### src/rtl/id_stage_pipelined_if.sv
// IF/ID-to-EX bundle for the decode stage: instruction input, write-back port,
// pipeline control and the registered ID/EX fields handed to EX.
interface id_stage_pipelined_if #(
  parameter int DATA_W    = 32,
  parameter int REG_COUNT = 32,
  parameter int PC_W      = 32
);
  localparam int AW = $clog2(REG_COUNT);

  logic              in_valid;
  logic [PC_W-1:0]   pc_in;
  logic [31:0]       instruction;
  logic              stall_in;
  logic              flush;
  logic              wb_en;
  logic [AW-1:0]     wb_dest;
  logic [DATA_W-1:0] wb_data;

  logic              hazard_stall;
  logic              valid_out;
  logic [PC_W-1:0]   pc_out;
  logic [3:0]        ex_cmd;
  logic              mem_read;
  logic              mem_write;
  logic              wb_enable;
  logic              branch_type;
  logic [DATA_W-1:0] reg1;
  logic [DATA_W-1:0] reg2;
  logic [DATA_W-1:0] operand_b;
  logic [AW-1:0]     dest;

  modport master (
    output in_valid, pc_in, instruction, stall_in, flush, wb_en, wb_dest, wb_data,
    input  hazard_stall, valid_out, pc_out, ex_cmd, mem_read, mem_write,
           wb_enable, branch_type, reg1, reg2, operand_b, dest
  );

  modport slave (
    input  in_valid, pc_in, instruction, stall_in, flush, wb_en, wb_dest, wb_data,
    output hazard_stall, valid_out, pc_out, ex_cmd, mem_read, mem_write,
           wb_enable, branch_type, reg1, reg2, operand_b, dest
  );
endinterface

### src/rtl/id_stage_pipelined.sv
// Instruction decode with register file (write-through bypass), load-use
// hazard detection and the ID/EX pipeline register.
module id_stage_pipelined #(
  parameter int DATA_W    = 32,
  parameter int REG_COUNT = 32,
  parameter int PC_W      = 32
) (
  input  logic               clk,
  input  logic               rst,
  id_stage_pipelined_if.slave bus
);
  localparam int AW = $clog2(REG_COUNT);

  typedef enum logic [5:0] {
    OP_ADD  = 6'h01,
    OP_SUB  = 6'h03,
    OP_AND  = 6'h05,
    OP_OR   = 6'h06,
    OP_ADDI = 6'h20,
    OP_LD   = 6'h24,
    OP_ST   = 6'h25,
    OP_BEZ  = 6'h28
  } opcode_e;

  typedef struct packed {
    logic [3:0] ex_cmd;
    logic       mem_read;
    logic       mem_write;
    logic       wb_enable;
    logic       branch_type;
  } ctrl_t;

  logic [5:0]        opcode;
  logic [AW-1:0]     rs1, rs2, rd;
  logic [DATA_W-1:0] imm_ext;

  assign opcode  = bus.instruction[31:26];
  assign rs1     = bus.instruction[21 +: AW];
  assign rs2     = bus.instruction[16 +: AW];
  assign rd      = bus.instruction[11 +: AW];
  assign imm_ext = {{(DATA_W-16){bus.instruction[15]}}, bus.instruction[15:0]};

  ctrl_t         dec_ctrl;
  logic          dec_is_imm;
  logic          dec_rs2_used;
  logic [AW-1:0] dec_dest;

  // NOTE: every output of a combinational block gets a default before the
  // case; a path that leaves one unassigned would infer a latch.
  always_comb begin
    dec_ctrl     = '0;
    dec_is_imm   = 1'b0;
    dec_rs2_used = 1'b0;
    dec_dest     = '0;
    case (opcode)
      OP_ADD:  begin dec_ctrl.ex_cmd = 4'b0000; dec_ctrl.wb_enable = 1'b1; dec_rs2_used = 1'b1; dec_dest = rd; end
      OP_SUB:  begin dec_ctrl.ex_cmd = 4'b0010; dec_ctrl.wb_enable = 1'b1; dec_rs2_used = 1'b1; dec_dest = rd; end
      OP_AND:  begin dec_ctrl.ex_cmd = 4'b0100; dec_ctrl.wb_enable = 1'b1; dec_rs2_used = 1'b1; dec_dest = rd; end
      OP_OR:   begin dec_ctrl.ex_cmd = 4'b0101; dec_ctrl.wb_enable = 1'b1; dec_rs2_used = 1'b1; dec_dest = rd; end
      OP_ADDI: begin dec_ctrl.wb_enable = 1'b1; dec_is_imm = 1'b1; dec_dest = rs2; end
      OP_LD:   begin dec_ctrl.mem_read = 1'b1; dec_ctrl.wb_enable = 1'b1; dec_is_imm = 1'b1; dec_dest = rs2; end
      OP_ST:   begin dec_ctrl.mem_write = 1'b1; dec_is_imm = 1'b1; dec_rs2_used = 1'b1; end
      OP_BEZ:  begin dec_ctrl.branch_type = 1'b1; dec_is_imm = 1'b1; dec_rs2_used = 1'b1; end
      default: ;
    endcase
  end

  logic [DATA_W-1:0] regs [REG_COUNT];
  logic              wb_live;

  assign wb_live = bus.wb_en && (bus.wb_dest != '0);

  // NOTE: the register file has to come out of reset all-zero, so the array
  // sits in a reset branch; RAM macros without reset cannot hold it.
  always_ff @(posedge clk or negedge rst) begin
    if (!rst) begin
      for (int i = 0; i < REG_COUNT; i++) regs[i] <= '0;
    end else if (wb_live) begin
      regs[bus.wb_dest] <= bus.wb_data;
    end
  end

  logic [DATA_W-1:0] rs1_val, rs2_val;

  // r0 is hard zero; a write landing this cycle is forwarded to the reader
  assign rs1_val = (rs1 == '0) ? '0 : (wb_live && bus.wb_dest == rs1) ? bus.wb_data : regs[rs1];
  assign rs2_val = (rs2 == '0) ? '0 : (wb_live && bus.wb_dest == rs2) ? bus.wb_data : regs[rs2];

  logic              valid_q;
  logic [PC_W-1:0]   pc_q;
  ctrl_t             ctrl_q;
  logic [DATA_W-1:0] reg1_q, reg2_q, operand_b_q;
  logic [AW-1:0]     dest_q;

  assign bus.hazard_stall = rst && !bus.flush && bus.in_valid && valid_q && ctrl_q.mem_read &&
                            (dest_q != '0) &&
                            ((dest_q == rs1) || (dec_rs2_used && dest_q == rs2));

  // NOTE: sequential state uses non-blocking assignments so every register
  // samples pre-edge values, matching the hardware regardless of order.
  always_ff @(posedge clk or negedge rst) begin
    if (!rst) begin
      valid_q     <= 1'b0;
      pc_q        <= '0;
      ctrl_q      <= '0;
      reg1_q      <= '0;
      reg2_q      <= '0;
      operand_b_q <= '0;
      dest_q      <= '0;
    end else if (bus.flush) begin
      valid_q <= 1'b0;
      ctrl_q  <= '0;
      dest_q  <= '0;
    end else if (bus.stall_in) begin
      // hold everything, including a pending load that is causing a hazard
    end else if (bus.in_valid && !bus.hazard_stall) begin
      valid_q     <= 1'b1;
      pc_q        <= bus.pc_in;
      ctrl_q      <= dec_ctrl;
      reg1_q      <= rs1_val;
      reg2_q      <= rs2_val;
      operand_b_q <= dec_is_imm ? imm_ext : rs2_val;
      dest_q      <= dec_dest;
    end else begin
      valid_q <= 1'b0;
      ctrl_q  <= '0;
      dest_q  <= '0;
    end
  end

  assign bus.valid_out   = valid_q;
  assign bus.pc_out      = pc_q;
  assign bus.ex_cmd      = ctrl_q.ex_cmd;
  assign bus.mem_read    = ctrl_q.mem_read;
  assign bus.mem_write   = ctrl_q.mem_write;
  assign bus.wb_enable   = ctrl_q.wb_enable;
  assign bus.branch_type = ctrl_q.branch_type;
  assign bus.reg1        = reg1_q;
  assign bus.reg2        = reg2_q;
  assign bus.operand_b   = operand_b_q;
  assign bus.dest        = dest_q;
endmodule

### src/flat_wrapper.sv
// flat-port wrapper written by rule: the top's interface ports become plain ports
module id_stage_pipelined_flat 
#(
  parameter int DATA_W    = 32,
  parameter int REG_COUNT = 32,
  parameter int PC_W      = 32
)
  (clk, rst, bus_in_valid, bus_pc_in, bus_instruction, bus_stall_in, bus_flush, bus_wb_en, bus_wb_dest, bus_wb_data, bus_hazard_stall, bus_valid_out, bus_pc_out, bus_ex_cmd, bus_mem_read, bus_mem_write, bus_wb_enable, bus_branch_type, bus_reg1, bus_reg2, bus_operand_b, bus_dest);
  id_stage_pipelined_if #(.DATA_W(DATA_W), .REG_COUNT(REG_COUNT), .PC_W(PC_W)) bus_i ();
  input  logic clk;
  input  logic rst;
  input wire logic [$bits(bus_i.in_valid)-1:0] bus_in_valid;
  input wire logic [$bits(bus_i.pc_in)-1:0] bus_pc_in;
  input wire logic [$bits(bus_i.instruction)-1:0] bus_instruction;
  input wire logic [$bits(bus_i.stall_in)-1:0] bus_stall_in;
  input wire logic [$bits(bus_i.flush)-1:0] bus_flush;
  input wire logic [$bits(bus_i.wb_en)-1:0] bus_wb_en;
  input wire logic [$bits(bus_i.wb_dest)-1:0] bus_wb_dest;
  input wire logic [$bits(bus_i.wb_data)-1:0] bus_wb_data;
  output wire logic [$bits(bus_i.hazard_stall)-1:0] bus_hazard_stall;
  output wire logic [$bits(bus_i.valid_out)-1:0] bus_valid_out;
  output wire logic [$bits(bus_i.pc_out)-1:0] bus_pc_out;
  output wire logic [$bits(bus_i.ex_cmd)-1:0] bus_ex_cmd;
  output wire logic [$bits(bus_i.mem_read)-1:0] bus_mem_read;
  output wire logic [$bits(bus_i.mem_write)-1:0] bus_mem_write;
  output wire logic [$bits(bus_i.wb_enable)-1:0] bus_wb_enable;
  output wire logic [$bits(bus_i.branch_type)-1:0] bus_branch_type;
  output wire logic [$bits(bus_i.reg1)-1:0] bus_reg1;
  output wire logic [$bits(bus_i.reg2)-1:0] bus_reg2;
  output wire logic [$bits(bus_i.operand_b)-1:0] bus_operand_b;
  output wire logic [$bits(bus_i.dest)-1:0] bus_dest;
  assign bus_i.in_valid = bus_in_valid;
  assign bus_i.pc_in = bus_pc_in;
  assign bus_i.instruction = bus_instruction;
  assign bus_i.stall_in = bus_stall_in;
  assign bus_i.flush = bus_flush;
  assign bus_i.wb_en = bus_wb_en;
  assign bus_i.wb_dest = bus_wb_dest;
  assign bus_i.wb_data = bus_wb_data;
  assign bus_hazard_stall = bus_i.hazard_stall;
  assign bus_valid_out = bus_i.valid_out;
  assign bus_pc_out = bus_i.pc_out;
  assign bus_ex_cmd = bus_i.ex_cmd;
  assign bus_mem_read = bus_i.mem_read;
  assign bus_mem_write = bus_i.mem_write;
  assign bus_wb_enable = bus_i.wb_enable;
  assign bus_branch_type = bus_i.branch_type;
  assign bus_reg1 = bus_i.reg1;
  assign bus_reg2 = bus_i.reg2;
  assign bus_operand_b = bus_i.operand_b;
  assign bus_dest = bus_i.dest;
  id_stage_pipelined #(.DATA_W(DATA_W), .REG_COUNT(REG_COUNT), .PC_W(PC_W)) u_core (.clk(clk), .rst(rst), .bus(bus_i));
endmodule
### config.mk
export PLATFORM = sky130hd
export DESIGN_NAME = id_stage_pipelined_flat
export DESIGN_NICKNAME = d
export VERILOG_FILES = /design/src/rtl/id_stage_pipelined_if.sv /design/src/rtl/id_stage_pipelined.sv /design/src/flat_wrapper.sv
export SDC_FILE = /design/constraint.sdc
export NUM_CORES = 2
export LEC_CHECK = 0
export CORE_ASPECT_RATIO = 0.6
export CORE_MARGIN = 8
export CORE_UTILIZATION = 25
export DETAILED_ROUTE_END_ITERATION = 6
export DONT_BUFFER_PORTS = 1
export PLACE_DENSITY_LB_ADDON = 0.2
export SLEW_MARGIN = 25
export SYNTH_ARGS = -nofsm -noshare
export SYNTH_HDL_FRONTEND = slang
export SYNTH_SLANG_ARGS = --single-unit
### constraint.sdc
create_clock -name clk -period 2.7 [get_ports clk]
set_clock_uncertainty 0.1 [all_clocks]
set_input_delay 0.405 -clock clk [delete_from_list [all_inputs] [get_ports clk]]
set_output_delay 0.405 -clock clk [all_outputs]
set_load 0.05 [all_outputs]
==> metrics <==
Slew HR 10.3%; top cells by area, synth dfrtp_1, mux4_2, mux2_2; CTS tree yes; share of layout cells above drive strength 1 between 30% and 40%; most common library cells after synthesis dfrtp_1, mux4_2, o21ai_0; placed cell areas ~64000 um^2; Layout Nets 4523; Critical Path RT roughly 3.2 ns; CP startpoint kind input port; row count approximately 140; Synth area leader dfrtp_1; worst slew pin tran about 1.3 ns; Fillers 23.8k; count of cell types in the netlist 56; via-per-instance ratio between 5 and 6; final hold violations 130; maximum VDD drop about 0.6 mV; Worst-path clk slew ~0.07 ns; most common flop cell mapped by yosys dfrtp_1; syn_area_per_cell 13.3 um^2; register area share after synthesis 49.2%; top cell type's share of synthesized area 49.2%; slowest CP cell mux4_2; non-filler instance count after layout roughly 7.7k; Area Overhead vs Synth 16.9%; crit share post-route 97.3%; failing checks negative hold slack; Hold Slack -0.751 ns; die footprint approximately 250000 um^2; Die Y between 300 and 400 um; fin crit period 2.63 ns; Syn Inst Count 4442; Crit path largest cell delay about 0.96 ns; Post-Syn Area slightly below 60000 um^2; max-slew violation count 0; clk buf depth 3; clk sinks 1165; initial drt markers around 4.1k; crit path from bus_instruction[16]; Reg2Reg Depth 10; storage element area roughly 29000 um^2; Residual DRC 0; Pwr Density between 700 and 800 nW/um^2; crit path cell chain mux4_2 -> mux2i_1 -> buf_4 -> o22ai_1 -> buf_4 -> o21a_1 -> o32a_1; Multi-input gate area 28400 um^2; drt first pass iters 5; Post-synth EDFFs 0; register bit total from synthesis about 1.2k; total power about 52 mW; Worst R2R End u_core.bus.mem_write$_DFFE_PN0P_; CP dominant cell by count buf_4; crit-path max FO 313; status finished, violations left; RSZ-0062 raised after global routing true; Initial Util ~25%; setup slack, reg-to-reg approximately 0.080 ns; global route total overflow 0; gpl congestion 0.777; Final ANT Viol Nets 0; Skew-Pair Late Insertion Delay between 0.7 and 0.8 ns; initial antenna violation count 20; ys async rst share between 90% and 100%; Worst Hold Class in -> async; # H-tree levels 3; via count roughly 40k; largest net degree at the start of global routing between 300 and 400; Critical R2R Launch u_core.bus.dest[4]$_DFFE_PN0P_; number of global-route vias before repair 40.0k; fmax between 300 and 400 MHz; Max Cap Viol 0; CTS Root Cell clkbuf_16; cts bufs inserted 114; Syn Nets around 4.5k; first-pass GRT wire length ~340000 um; fin area between 60000 and 70000 um^2; Placed Cells around 7.3k; # IOs 250; setup violators final 0; GRT Util Overall 18.8%; routed len/inst 31.7 um; Leak between 20 and 30 nW; Routed WL 243000 um; Die Wd about 640 um; HPWL after DPL 145000 um; Yosys warnings 0; WP data arrival around 3.2 ns; Core Area 236000 um^2; Port Buf Inserts 0; CP Capture Type flip-flop; top-count cell post-synth dfrtp_1; Worst Path Class, Setup in -> reg; hold buffers post-CTS ~120
critical path: cells and delay by family:
family                 cells  cell delay (ns)
AOI/OAI and AO/OA          3             0.61
muxes                      2             1.18
buffers and inverters      2             0.34
through the flow:
stage	setup TNS [ns]	setup slack, ns	util [%]
2_1_floorplan	-0.460	-0.0639	-
3_3_place_gp	-420.32	-0.883	27.1
3_5_place_dp	-199.22	-0.680	27.1
4_1_cts	0	0.0323	29.4
5_1_grt	-0.0911	-0.0484	29.4
6_report	0	0.0741	29.4
cell families (layout without fill, tap and decap cells):
| family | after synthesis | count (layout) | share of synthesized area [%] |
|---|---|---|---|
| and+or+nand+nor | 698 | 698 | 4.89 |
| DFF | 1165 | 1165 | 49.2 |
| AOI/OAI and AO/OA | 797 | 797 | 8.03 |
| buffers and inverters | 496 | 563 | 3.38 |
| other | 1 | 5 | 0.00633 |
| muxes | 1264 | 1264 | 34.1 |
| xor gates and xnor gates | 21 | 21 | 0.311 |
registers in the layout, indices dropped and copies added, names as in the netlist:
| signal | cells |
|---|---|
| u_core.bus.wb_enable | 1 |
| u_core.bus.reg1 | 32 |
| u_core.bus.mem_write | 1 |
| u_core.regs | 1024 |
| u_core.bus.dest | 5 |
| u_core.bus.valid_out | 1 |
| u_core.bus.branch_type | 1 |
| u_core.bus.mem_read | 1 |
| u_core.bus.ex_cmd | 3 |
| u_core.bus.reg2 | 32 |
| u_core.bus.operand_b | 32 |
| u_core.bus.pc_out | 32 |
where the power goes:
part           leakage, nW  internal [mW]  switching (mW)
logic                 12.0           5.56            4.16
registers             15.0           20.7            4.28
clock network         1.97           9.87            7.71
layout make-up:
type                    instances  share of cell area, %
clock inverters                48                  0.987
multi-input cells            2781                   41.0
clock buffers                 161                   4.77
diodes                          4                 0.0145
inverters                      35                  0.197
repair buffers                319                   5.26
well taps                    3150                   5.69
flip-flops and latches       1165                   42.1
cell usage in the layout (no fill, tap or decap), types with 14 or more instances in the layout:
| cell type | netlist | final |
|---|---|---|
| buf_4 | 19 | 134 |
| o221ai_1 | 35 | 35 |
| clkbuf_16 | 0 | 116 |
| dlygate4sd3_1 | 0 | 115 |
| o211ai_1 | 15 | 15 |
| o21ai_0 | 536 | 536 |
| clkinv_2 | 0 | 22 |
| mux2i_1 | 155 | 155 |
| o2bb2ai_1 | 18 | 18 |
| nor2_1 | 38 | 21 |
| mux2_1 | 23 | 23 |
| buf_12 | 0 | 54 |
| a22o_1 | 15 | 15 |
| nand4_1 | 20 | 20 |
| nor3_1 | 21 | 19 |
| a22oi_1 | 73 | 73 |
| nand2_1 | 530 | 515 |
| mux4_2 | 546 | 546 |
| mux2_2 | 533 | 527 |
| bufinv_16 | 0 | 14 |
| nand3_1 | 39 | 38 |
| clkbuf_1 | 362 | 20 |
| clkbuf_8 | 0 | 27 |
| a21oi_1 | 22 | 22 |
| dfrtp_1 | 1165 | 1165 |
| inv_1 | 33 | 33 |
worst max-delay path by stage:
stage / cells after the start / slack [ns] / end
finish: 7 / 0.07 / u_core.bus.operand_b[20]$_DFFE_PN0P_
detailed placement: 5 / -0.68 / u_core.regs[332]$_DFFE_PN0P_
floorplan: 8 / -0.06 / u_core.bus.operand_b[4]$_DFFE_PN0P_
CTS: 7 / 0.03 / bus_hazard_stall
global placement: 3 / -0.88 / u_core.regs[618]$_DFFE_PN0P_
global route: 6 / -0.05 / bus_hazard_stall
timing repair:
action	4_1_cts	5_1_grt
cloned	1	2
endpoints found under the hold margin	794	117
buffers inserted	3	0
resized for setup	6	1
setup endpoints to repair	15	241
pin swaps	3	0
routing by layer:
layer  wire (um)  global-route usage, %
met1      119000                   29.2
met2       97400                   25.9
met3       22000                   5.58
met4        4370                   3.20
met5          17                      0
Power figures use the tool's default switching activity.
